$ cat src/rtl/clk_pkg.sv
`default_nettype none
// ============================================================================
//  Module   : clk_pkg
//  Purpose  : Shared types, widths and constant helpers for the BCD clock
//             datapath stages (bcd_mod_counter and its digit stepper).
//  Contents : cnt_state_t - counter stage FSM states (IDLE, STEP, WRAP)
//             BCD_W       - width of one BCD digit
//             to_bcd()    - integer 0..99 to packed {tens, ones} BCD byte
//  Revision : 1.0 - initial release
// ============================================================================
package clk_pkg;

    localparam int BCD_W = 4;

    typedef enum logic [1:0] {
        IDLE = 2'd0,
        STEP = 2'd1,
        WRAP = 2'd2
    } cnt_state_t;

    // Elaboration-time helper for reset and boundary constants only.
    function automatic logic [2*BCD_W-1:0] to_bcd(input int value);
        logic [BCD_W-1:0] tens;
        logic [BCD_W-1:0] ones;
        tens = BCD_W'(value / 10);
        ones = BCD_W'(value % 10);
        return {tens, ones};
    endfunction

endpackage : clk_pkg
`default_nettype wire

$ cat src/rtl/bcd_digit_step.sv
`default_nettype none
// ============================================================================
//  Module   : bcd_digit_step
//  Purpose  : Combinational one-step BCD increment/decrement of a tens/ones
//             pair. Range limits are handled by the caller; this block only
//             performs the digit carry/borrow between ones and tens.
//  Ports    : i_tens [TENS_W] - current tens digit
//             i_ones [4]      - current ones digit (0..9)
//             i_down          - 0 = increment, 1 = decrement
//             o_tens [TENS_W] - stepped tens digit
//             o_ones [4]      - stepped ones digit
//  Revision : 1.0 - initial release
// ============================================================================
module bcd_digit_step
    import clk_pkg::*;
#(
    parameter int TENS_W = 3
) (
    input  logic [TENS_W-1:0] i_tens,
    input  logic [BCD_W-1:0]  i_ones,
    input  logic              i_down,
    output logic [TENS_W-1:0] o_tens,
    output logic [BCD_W-1:0]  o_ones
);

    always_comb begin
        o_tens = i_tens;
        o_ones = i_ones;
        if (i_down) begin
            if (i_ones == BCD_W'(0)) begin
                o_ones = BCD_W'(9);
                o_tens = i_tens - TENS_W'(1);
            end else begin
                o_ones = i_ones - BCD_W'(1);
            end
        end else begin
            if (i_ones == BCD_W'(9)) begin
                o_ones = BCD_W'(0);
                o_tens = i_tens + TENS_W'(1);
            end else begin
                o_ones = i_ones + BCD_W'(1);
            end
        end
    end

endmodule : bcd_digit_step
`default_nettype wire

$ cat src/rtl/bcd_mod_counter.sv
`default_nettype none
// ============================================================================
//  Module   : bcd_mod_counter
//  Purpose  : BCD modulo counter stage (MIN_VALUE..MODULUS-1), stepped once
//             per rising edge of changeIn, up or down. Emits a one-cycle
//             carry on up-wrap and borrow on down-wrap for chaining.
//  Options  : `define BCD_MOD_COUNTER_SET_EN enables the setEn time-set load.
//             Without it setEn/setTens/setOnes are present but ignored.
//  Ports    : clkMSec            - clock, rising edge
//             resetN             - asynchronous active-low reset
//             changeIn           - advance request (edge detected)
//             countDown          - direction sampled with the event
//             setEn              - one-cycle load strobe (option only)
//             setTens [TENS_W]   - tens digit to load
//             setOnes [4]        - ones digit to load
//             carryOut           - one-cycle pulse on up-wrap
//             borrowOut          - one-cycle pulse on down-wrap
//             tensOut [TENS_W]   - BCD tens digit
//             onesOut [4]        - BCD ones digit
//  Revision : 1.0 - initial release
// ============================================================================
module bcd_mod_counter
    import clk_pkg::*;
#(
    parameter int MODULUS   = 60,
    parameter int MIN_VALUE = 0,
    parameter int TENS_W    = 3
) (
    input  logic              clkMSec,
    input  logic              resetN,
    input  logic              changeIn,
    input  logic              countDown,
    input  logic              setEn,
    input  logic [TENS_W-1:0] setTens,
    input  logic [BCD_W-1:0]  setOnes,
    output logic              carryOut,
    output logic              borrowOut,
    output logic [TENS_W-1:0] tensOut,
    output logic [BCD_W-1:0]  onesOut
);

    localparam logic [2*BCD_W-1:0] MAX_BCD  = to_bcd(MODULUS - 1);
    localparam logic [2*BCD_W-1:0] MIN_BCD  = to_bcd(MIN_VALUE);
    localparam logic [TENS_W-1:0]  MAX_TENS = TENS_W'(MAX_BCD[2*BCD_W-1:BCD_W]);
    localparam logic [BCD_W-1:0]   MAX_ONES = MAX_BCD[BCD_W-1:0];
    localparam logic [TENS_W-1:0]  MIN_TENS = TENS_W'(MIN_BCD[2*BCD_W-1:BCD_W]);
    localparam logic [BCD_W-1:0]   MIN_ONES = MIN_BCD[BCD_W-1:0];

    cnt_state_t        state_q, state_d;
    logic              chg_q;
    logic              dir_q, dir_d;
    logic [TENS_W-1:0] tens_q, tens_d;
    logic [BCD_W-1:0]  ones_q, ones_d;
    logic              carry_q, carry_d;
    logic              borrow_q, borrow_d;

    logic              chg_evt;
    logic              at_top;
    logic              at_bottom;
    logic              at_bound;
    logic              set_take;
    logic              set_load;
    logic [TENS_W-1:0] step_tens;
    logic [BCD_W-1:0]  step_ones;

    assign chg_evt   = changeIn & ~chg_q;
    assign at_top    = (tens_q == MAX_TENS) && (ones_q == MAX_ONES);
    assign at_bottom = (tens_q == MIN_TENS) && (ones_q == MIN_ONES);
    // Boundary is judged against the direction sampled with the event.
    assign at_bound  = countDown ? at_bottom : at_top;

`ifdef BCD_MOD_COUNTER_SET_EN
    logic [31:0] set_val;
    logic        set_valid;

    assign set_val   = 32'(setTens) * 32'd10 + 32'(setOnes);
    assign set_valid = (setOnes <= BCD_W'(9)) &&
                       (set_val >= 32'(MIN_VALUE)) &&
                       (set_val <= 32'(MODULUS - 1));
    // A strobe in IDLE swallows any same-cycle event, valid load or not.
    assign set_take  = setEn && (state_q == IDLE);
    assign set_load  = set_take && set_valid;
`else
    logic unused_set;

    assign unused_set = ^{setEn, setTens, setOnes};
    assign set_take   = 1'b0;
    assign set_load   = 1'b0;
`endif

    bcd_digit_step #(
        .TENS_W (TENS_W)
    ) u_step (
        .i_tens (tens_q),
        .i_ones (ones_q),
        .i_down (dir_q),
        .o_tens (step_tens),
        .o_ones (step_ones)
    );

    // State register plus all datapath/output flops.
    always_ff @(posedge clkMSec or negedge resetN) begin
        if (!resetN) begin
            state_q  <= IDLE;
            chg_q    <= 1'b0;
            dir_q    <= 1'b0;
            tens_q   <= MIN_TENS;
            ones_q   <= MIN_ONES;
            carry_q  <= 1'b0;
            borrow_q <= 1'b0;
        end else begin
            state_q  <= state_d;
            chg_q    <= changeIn;
            dir_q    <= dir_d;
            tens_q   <= tens_d;
            ones_q   <= ones_d;
            carry_q  <= carry_d;
            borrow_q <= borrow_d;
        end
    end

    // Next-state logic.
    always_comb begin
        state_d = state_q;
        case (state_q)
            IDLE: begin
                if (chg_evt && !set_take) begin
                    state_d = at_bound ? WRAP : STEP;
                end
            end
            STEP:    state_d = IDLE;
            WRAP:    state_d = IDLE;
            default: state_d = IDLE;
        endcase
    end

    // Output / datapath logic.
    always_comb begin
        dir_d    = dir_q;
        tens_d   = tens_q;
        ones_d   = ones_q;
        carry_d  = 1'b0;
        borrow_d = 1'b0;
        case (state_q)
            IDLE: begin
                if (set_load) begin
                    tens_d = setTens;
                    ones_d = setOnes;
                end else if (chg_evt && !set_take) begin
                    dir_d = countDown;
                end
            end
            STEP: begin
                tens_d = step_tens;
                ones_d = step_ones;
            end
            WRAP: begin
                if (dir_q) begin
                    tens_d   = MAX_TENS;
                    ones_d   = MAX_ONES;
                    borrow_d = 1'b1;
                end else begin
                    tens_d   = MIN_TENS;
                    ones_d   = MIN_ONES;
                    carry_d  = 1'b1;
                end
            end
            default: begin
                tens_d = MIN_TENS;
                ones_d = MIN_ONES;
            end
        endcase
    end

    assign carryOut  = carry_q;
    assign borrowOut = borrow_q;
    assign tensOut   = tens_q;
    assign onesOut   = ones_q;

endmodule : bcd_mod_counter
`default_nettype wire
$ cat config.mk
export PLATFORM = sky130hd
export DESIGN_NAME = bcd_mod_counter
export DESIGN_NICKNAME = d
export VERILOG_FILES = /design/src/rtl/clk_pkg.sv /design/src/rtl/bcd_digit_step.sv /design/src/rtl/bcd_mod_counter.sv
export SDC_FILE = /design/constraint.sdc
export NUM_CORES = 1
export LEC_CHECK = 0
export BUFFER_PORTS_ARGS = -buffer_cell sky130_fd_sc_hd__buf_2
export CORE_AREA = 10 10 55 57
export CTS_BUF_LIST = sky130_fd_sc_hd__clkbuf_4
export DETAILED_ROUTE_END_ITERATION = 10
export DIE_AREA = 0 0 65 67
export PLACE_DENSITY = 0.66
export SLEW_MARGIN = 30
export SYNTH_ARGS = -nofsm -noshare
export SYNTH_HDL_FRONTEND = slang
export SYNTH_SLANG_ARGS = --single-unit
$ cat constraint.sdc
create_clock -name clkMSec -period 2.22 [get_ports clkMSec]
set_input_delay 0.111 -clock clkMSec [delete_from_list [all_inputs] [get_ports clkMSec]]
set_output_delay 0.111 -clock clkMSec [all_outputs]
set_load 0.01 [all_outputs]
After elaboration in Yosys (flattened, before gate mapping)
Cells that the tools add are included.
- register bits after elaboration: 13
- bits of input ports: 12
- output and inout bits: 9
- logic and storage cells: 46
- $add $sub $neg: 4
- equality and inequality tests: 7
- muxes and demuxes: 18
- bitwise gates (word level): 3
- reductions and logical operators: 7
- operators by type and width (operator ; count):
    4-bit 2-to-1 mux ; 4
    3-bit 2-to-1 mux ; 4
    4-bit case mux with 3 select lines ; 1
    3-bit case mux with 3 select lines ; 1
    2-bit 2-to-1 mux ; 3
    3-bit inequality test (second input constant) ; 2
    1-bit 2-to-1 mux ; 5
    4-bit by 1-bit adder with 4-bit output (second input constant) ; 1
    4-bit equality test (second input constant) ; 1
    4-bit zero test ; 1
    4-bit by 1-bit subtractor with 4-bit output (second input constant) ; 1
    3-bit by 1-bit adder with 3-bit output (second input constant) ; 1
    3-bit equality test (second input constant) ; 1
    3-bit zero test ; 1
    3-bit AND reduction ; 1
    3-bit by 1-bit subtractor with 3-bit output (second input constant) ; 1
    2-bit by 1-bit equality test with 1-bit output (second input constant) ; 1
    2-bit equality test (second input constant) ; 1
    1-bit logical AND ; 2
    2-bit zero test ; 1
    2-bit inequality test (second input constant) ; 1
    1-bit inverter ; 2
    2-bit AND reduction ; 1
    1-bit AND ; 1

Logic depth before layout (Yosys ltp)
- depth after elaboration: 6
- gate-level depth with buffers: 6
- depth with buffers taken out: 6

Cells and area by module
From an unflattened synthesis, not the netlist that was laid out.
- cells, all modules: 104
- area total of the unflattened synthesis: 923.4 sq um
- by module, submodules not included (module ; instances ; cells an instance ; area each (sq um)):
    bcd_mod_counter ; 1 ; 56 ; 591.8
    bcd_digit_step ; 1 ; 48 ; 331.6

Worst setup path after synthesis
No wires, ideal clock.
- path kind: flip-flop to flip-flop
- from: register tens_q[0], in the netlist tensOut[0]
- to: register tens_q[2], in the netlist tensOut[2]
- arrival: 1.587 ns
- required time: 2.095 ns
- slack: 0.508 ns
- stages on the path, launching flop included: 6
- buffers on the path: 0
- cells stage by stage: dfrtp_1 -> fa_1 -> xnor2_1 -> xnor2_1 -> a22o_1 -> mux2_2
- word-level cells in the longest chain between the ends: 4
- elaborated cells between the ends (all ways): 6
- those cells by class: add/sub (2); mux (4)
- ends and longest elaborated chain (what ; RTL line ; source):
    start, declared ; bcd_mod_counter.sv:52 ; logic [TENS_W-1:0] tens_q, tens_d;
    start signal, assigned ; bcd_mod_counter.sv:115 ; tens_q <= tens_d;
    3-bit by 1-bit adder with 3-bit output / 3-bit by 1-bit subtractor with 3-bit output (equally long branches) ; bcd_digit_step.sv:39, bcd_digit_step.sv:32 ;
    3-bit 2-to-1 mux (on tied branches) ; bcd_digit_step.sv:37, bcd_digit_step.sv:30 ;
    3-bit 2-to-1 mux * ; bcd_digit_step.sv:29 ; if (i_down) begin
    3-bit case mux with 3 select lines * ; bcd_mod_counter.sv:144 ; case (state_q)
Mark *: on every way between the ends. The rest lies on a longest branch, timed or not. The select of a mux whose other input is x is not followed.
A chain may end at the register's enable or synchronous reset.

Worst setup path in the final report
- from: register state_q[0]
- to: register tens_q[2], in the netlist tensOut[2]
- word-level cells in the longest chain between the ends: 3
- elaborated cells between the ends (all ways): 8
- those cells by class: eq/ne (4); mux (1); bitwise (1); reduce/logical (2)
- ends and longest elaborated chain (what ; RTL line ; source):
    start, declared ; bcd_mod_counter.sv:49 ; cnt_state_t state_q, state_d;
    start signal, assigned ; bcd_mod_counter.sv:112 ; state_q <= state_d;
    2-bit by 1-bit equality test with 1-bit output / 2-bit zero test (equally long branches) ; bcd_mod_counter.sv:144 ;
    3-bit inequality test (no source line) / 1-bit inverter (equally long branches) ; -- ;
    3-bit AND reduction (no source line) ; -- ;
Several ways; a longest one is shown, not always the timed one.

==> summary.txt <==
Outcome
  • Outcome: finished clean

Routing
  • Pre-Repair DR Iteration Count: 4
  • Routed Antenna Nets: 0
  • Drt total wl: 1.65 mm
  • # DRC: 0
  • Via count: 654
  • DRT iter0 DRCs: 9
  • DR WL/cell: 13.2 um
  • DR vias/cell: 5.23

Synth
  • Async SR Flop Fraction: 100%
  • Synthesized area per cell: 9.98 um2
  • Largest family of logic cells by synthesized area: simple AND/OR/NAND/NOR gates
  • Xor/xnor share of the synthesized area: 4.18%
  • Synth Area in Compound Gates: 17.9%
  • Fraction of the yosys area taken by sequential cells: 38.8%
  • Mapped Cells: 84
  • Share of the synthesized area in the top cell type: 38.8%
  • Post-Syn Nets: 100
  • Main synth FF type: dfrtp_1
  • Post-synthesis mux area share: 6.42%
  • Cell variety after synth: 37
  • Largest cells by area after synthesis: dfrtp_1, a21oi_1, ha_1, mux2_2, inv_1
  • Simple-gate portion of the synthesized area: 18.1%
  • Synth Area in Adders: 6.87%
  • Post-Syn Area: 838 um2
  • Yosys reg bits: 13
  • Synth Warn #: 0
  • Number of synthesized flops with an enable pin: 0
  • Largest area contributor in the netlist: dfrtp_1

Placement
  • Dpl hpwl: 1.24 mm
  • Routability cong.: 0.767
  • Pre-CTS setup slack: 488 ps
  • Number of buffers added on ports: 12

Timing
  • Setup-failing EPs final: 0
  • Final WS setup: 466 ps
  • Normalized max-slew margin: 73.5%
  • Slew @ Worst Pin: 397 ps
  • Fmax: 0.570 GHz
  • Final TNS setup: 0 ps
  • Fin crit period: 1750 ps
  • Final Hold Vio Count: 0
  • RSZ-0062 raised after global routing: false
  • Fin Clk Skew: 1.93 ps
  • Final Cycle Share: 79.0%
  • Slew Viols, Final: 0

Floorplan
  • Starting Density: 43.2%
  • Chip width: 65 um
  • Core Area: 0.00194 mm2
  • Die Height: 67 um
  • DIE AREA: 0.00436 mm2
  • I/O pins: 21
  • Site row count: 16

Layout
  • # nets final: 115
  • Filler Cell Count: 188
  • ANT cells: 0
  • Area grow syn2layout: 13.4%
  • Share of layout cells above drive strength 1: 23.5%
  • Storage cell area: 325 um2
  • Multi-input combinational cell area: 448 um2

Pwr
  • Switching part of the total: 43.4%
  • Psw: 553 uW
  • Internal power: 723 uW
  • Peak VDD IR: 731 uV
  • Logic gate share of total power: 54.9%
  • Sequential share of power: 33.4%
  • Clk pwr share: 11.8%
  • Leakage: 0.455 nW
  • PD cells: 1340 mW/mm2

Flow run
  • Max cap viols: 0

Critical path
  • Crit-path cells: inv_1, ha_1, inv_1, and3_1, a22o_1, mux2_2
  • CP max FO: 7
  • Critical Path RT: 2370 ps
  • Crit Path Category: flip-flop to flip-flop
  • Reg-to-reg slack, setup: 470 ps
  • Worst Reg-to-Reg Cells: 6
  • Worst endpoint data arrival time: 1910 ps
  • Reg2Reg Launch Point: state_q[0]
  • Setup crit end kind: flip-flop
  • CP max-delay cell: dfrtp_1
  • Max stage delay on crit path: 390 ps
  • Top cell by count, worst path: inv_1
  • Reg2reg end: tensOut[2]
  • Worst setup SP type: flip-flop

Min path
  • Worst hold path type: input pin to flip-flop
  • Hold Path End: dir_q
  • Worst hold path depth: 2
  • Min-delay src: countDown

Clocking
  • # resized after CTS: 0
  • Clk slew on worst S/H paths: 70 ps
  • Cts bufs inserted: 3
  • CTS sink cnt: 13
  • Clock Latency Late Sink: 270 ps
  • Max clock buf depth: 2
  • H-tree depth: 1
  • CTS tree: built
  • CTS Root Cell: clkbuf_4

Global routing
  • Pin count of the biggest net entering global routing: 16
  • Initial antenna violation count: 0
  • Gr usage total: 7.95%
  • Vias in the first global route: 634
  • Global-route wire length before repair: 2.79 mm
  • Grt ovf: 0
  • Met2 usage: 13.1%
  • GRT busiest layer: met2
  • Routing usage on met1: 8.92%
  • Met3 GRT Util: 4.35%
## logic make-up (layout without fill, tap and decap cells)
| logic type | Yosys count | after routing |
|---|---|---|
| AO/OA/AOI/OAI | 23 | 23 |
| multiplexers | 5 | 5 |
| flip-flops | 13 | 13 |
| XOR/XNOR | 4 | 4 |
| buffers and inverters | 12 | 26 |
| adder cells (fa/ha/maj) | 4 | 4 |
| AND/OR/NAND/NOR | 23 | 23 |
## cell usage after synthesis, drive strengths merged, types with 2 or more instances
master	number
inv	7
nor2b	2
mux2	3
mux2i	2
clkbuf	2
nor2	2
nand2	7
ha	3
dfrtp	13
buf	3
a21oi	9
xnor2	3
a31oi	2
o21ai	3
and3	3
o22ai	2
## layer usage
layer  vias to the layer above  wire, um
li1                        326         -
met1                       314       787
met2                        12       760
met3                         2        91
met4                         0        12
met5                         -         0
## worst max-delay path, delay by kind of cell, from the launching register on
family,cells,cell delay [ps]
DFF,1,390
adders and majority gates,1,320
muxes,1,260
buffers and inverters,2,250
and+or+nand+nor,1,240
AOI/OAI and AO/OA,1,180
## layout make-up
cell class | count | share of cell area [%]
inverters | 7 | 2.76
clock buffers | 4 | 3.16
multi-input cells | 59 | 47.1
flip-flops and latches | 13 | 34.2
well taps | 27 | 3.55
repair buffers | 15 | 9.21
## power groups by stage
| stage | Clock, mW | Combinational [mW] | Sequential (mW) |
|---|---|---|---|
| after floorplan | 0 | 0.538 | 0.423 |
| after global placement | 0 | 0.684 | 0.427 |
| after detailed placement | 0 | 0.704 | 0.430 |
| after CTS | 0.157 | 0.709 | 0.426 |
| after global routing | 0.164 | 0.792 | 0.446 |
| final | 0.150 | 0.700 | 0.426 |
## state kept, by name (all words and copies together) (netlist names)
name and cells:
borrowOut 1, carryOut 1, chg_q 1, dir_q 1, onesOut 4, state_q 2, tensOut 3
## timing repair
| item | CTS | global route |
|---|---|---|
| endpoints found under the setup margin | 0 | 0 |
| hold buffers | 2 | 0 |
| hold endpoints to repair | 14 | 0 |
| setup buffers | 0 | 0 |
## stage by stage
stage               hold WS [ps]  std cells  total power [mW]  utilization [%]  cell area (um2)
floorplan                   -185         84             0.961                -              838
global placement            6.40        119              1.11             46.4              901
detailed placement          8.74        119              1.13             46.4              901
CTS                          105        125              1.29             49.0              951
global route                 107        125              1.40             49.0              951
finish                       109        125              1.28             49.0              951
## worst max path at each step
stage	endpoint	cells after the start	start
floorplan	tensOut[2]	5	tensOut[0]
CTS	tensOut[2]	6	state_q[0]
global route	tensOut[2]	6	state_q[0]
detailed placement	tensOut[2]	6	state_q[0]
finish	tensOut[2]	6	state_q[0]
global placement	tensOut[2]	6	state_q[0]
## placed cells by master (no fill, tap or decap), types with 3 or more instances in the layout
| cell type | instances |
|---|---|
| dfrtp_1 | 13 |
| buf_2 | 12 |
| a21oi_1 | 8 |
| inv_1 | 7 |
| nand2_1 | 7 |
| clkbuf_4 | 4 |
| o21ai_0 | 3 |
| and3_1 | 3 |
| mux2_2 | 3 |
| xnor2_1 | 3 |
| ha_1 | 3 |
Note: power is estimated with default switching activity, not from simulation.
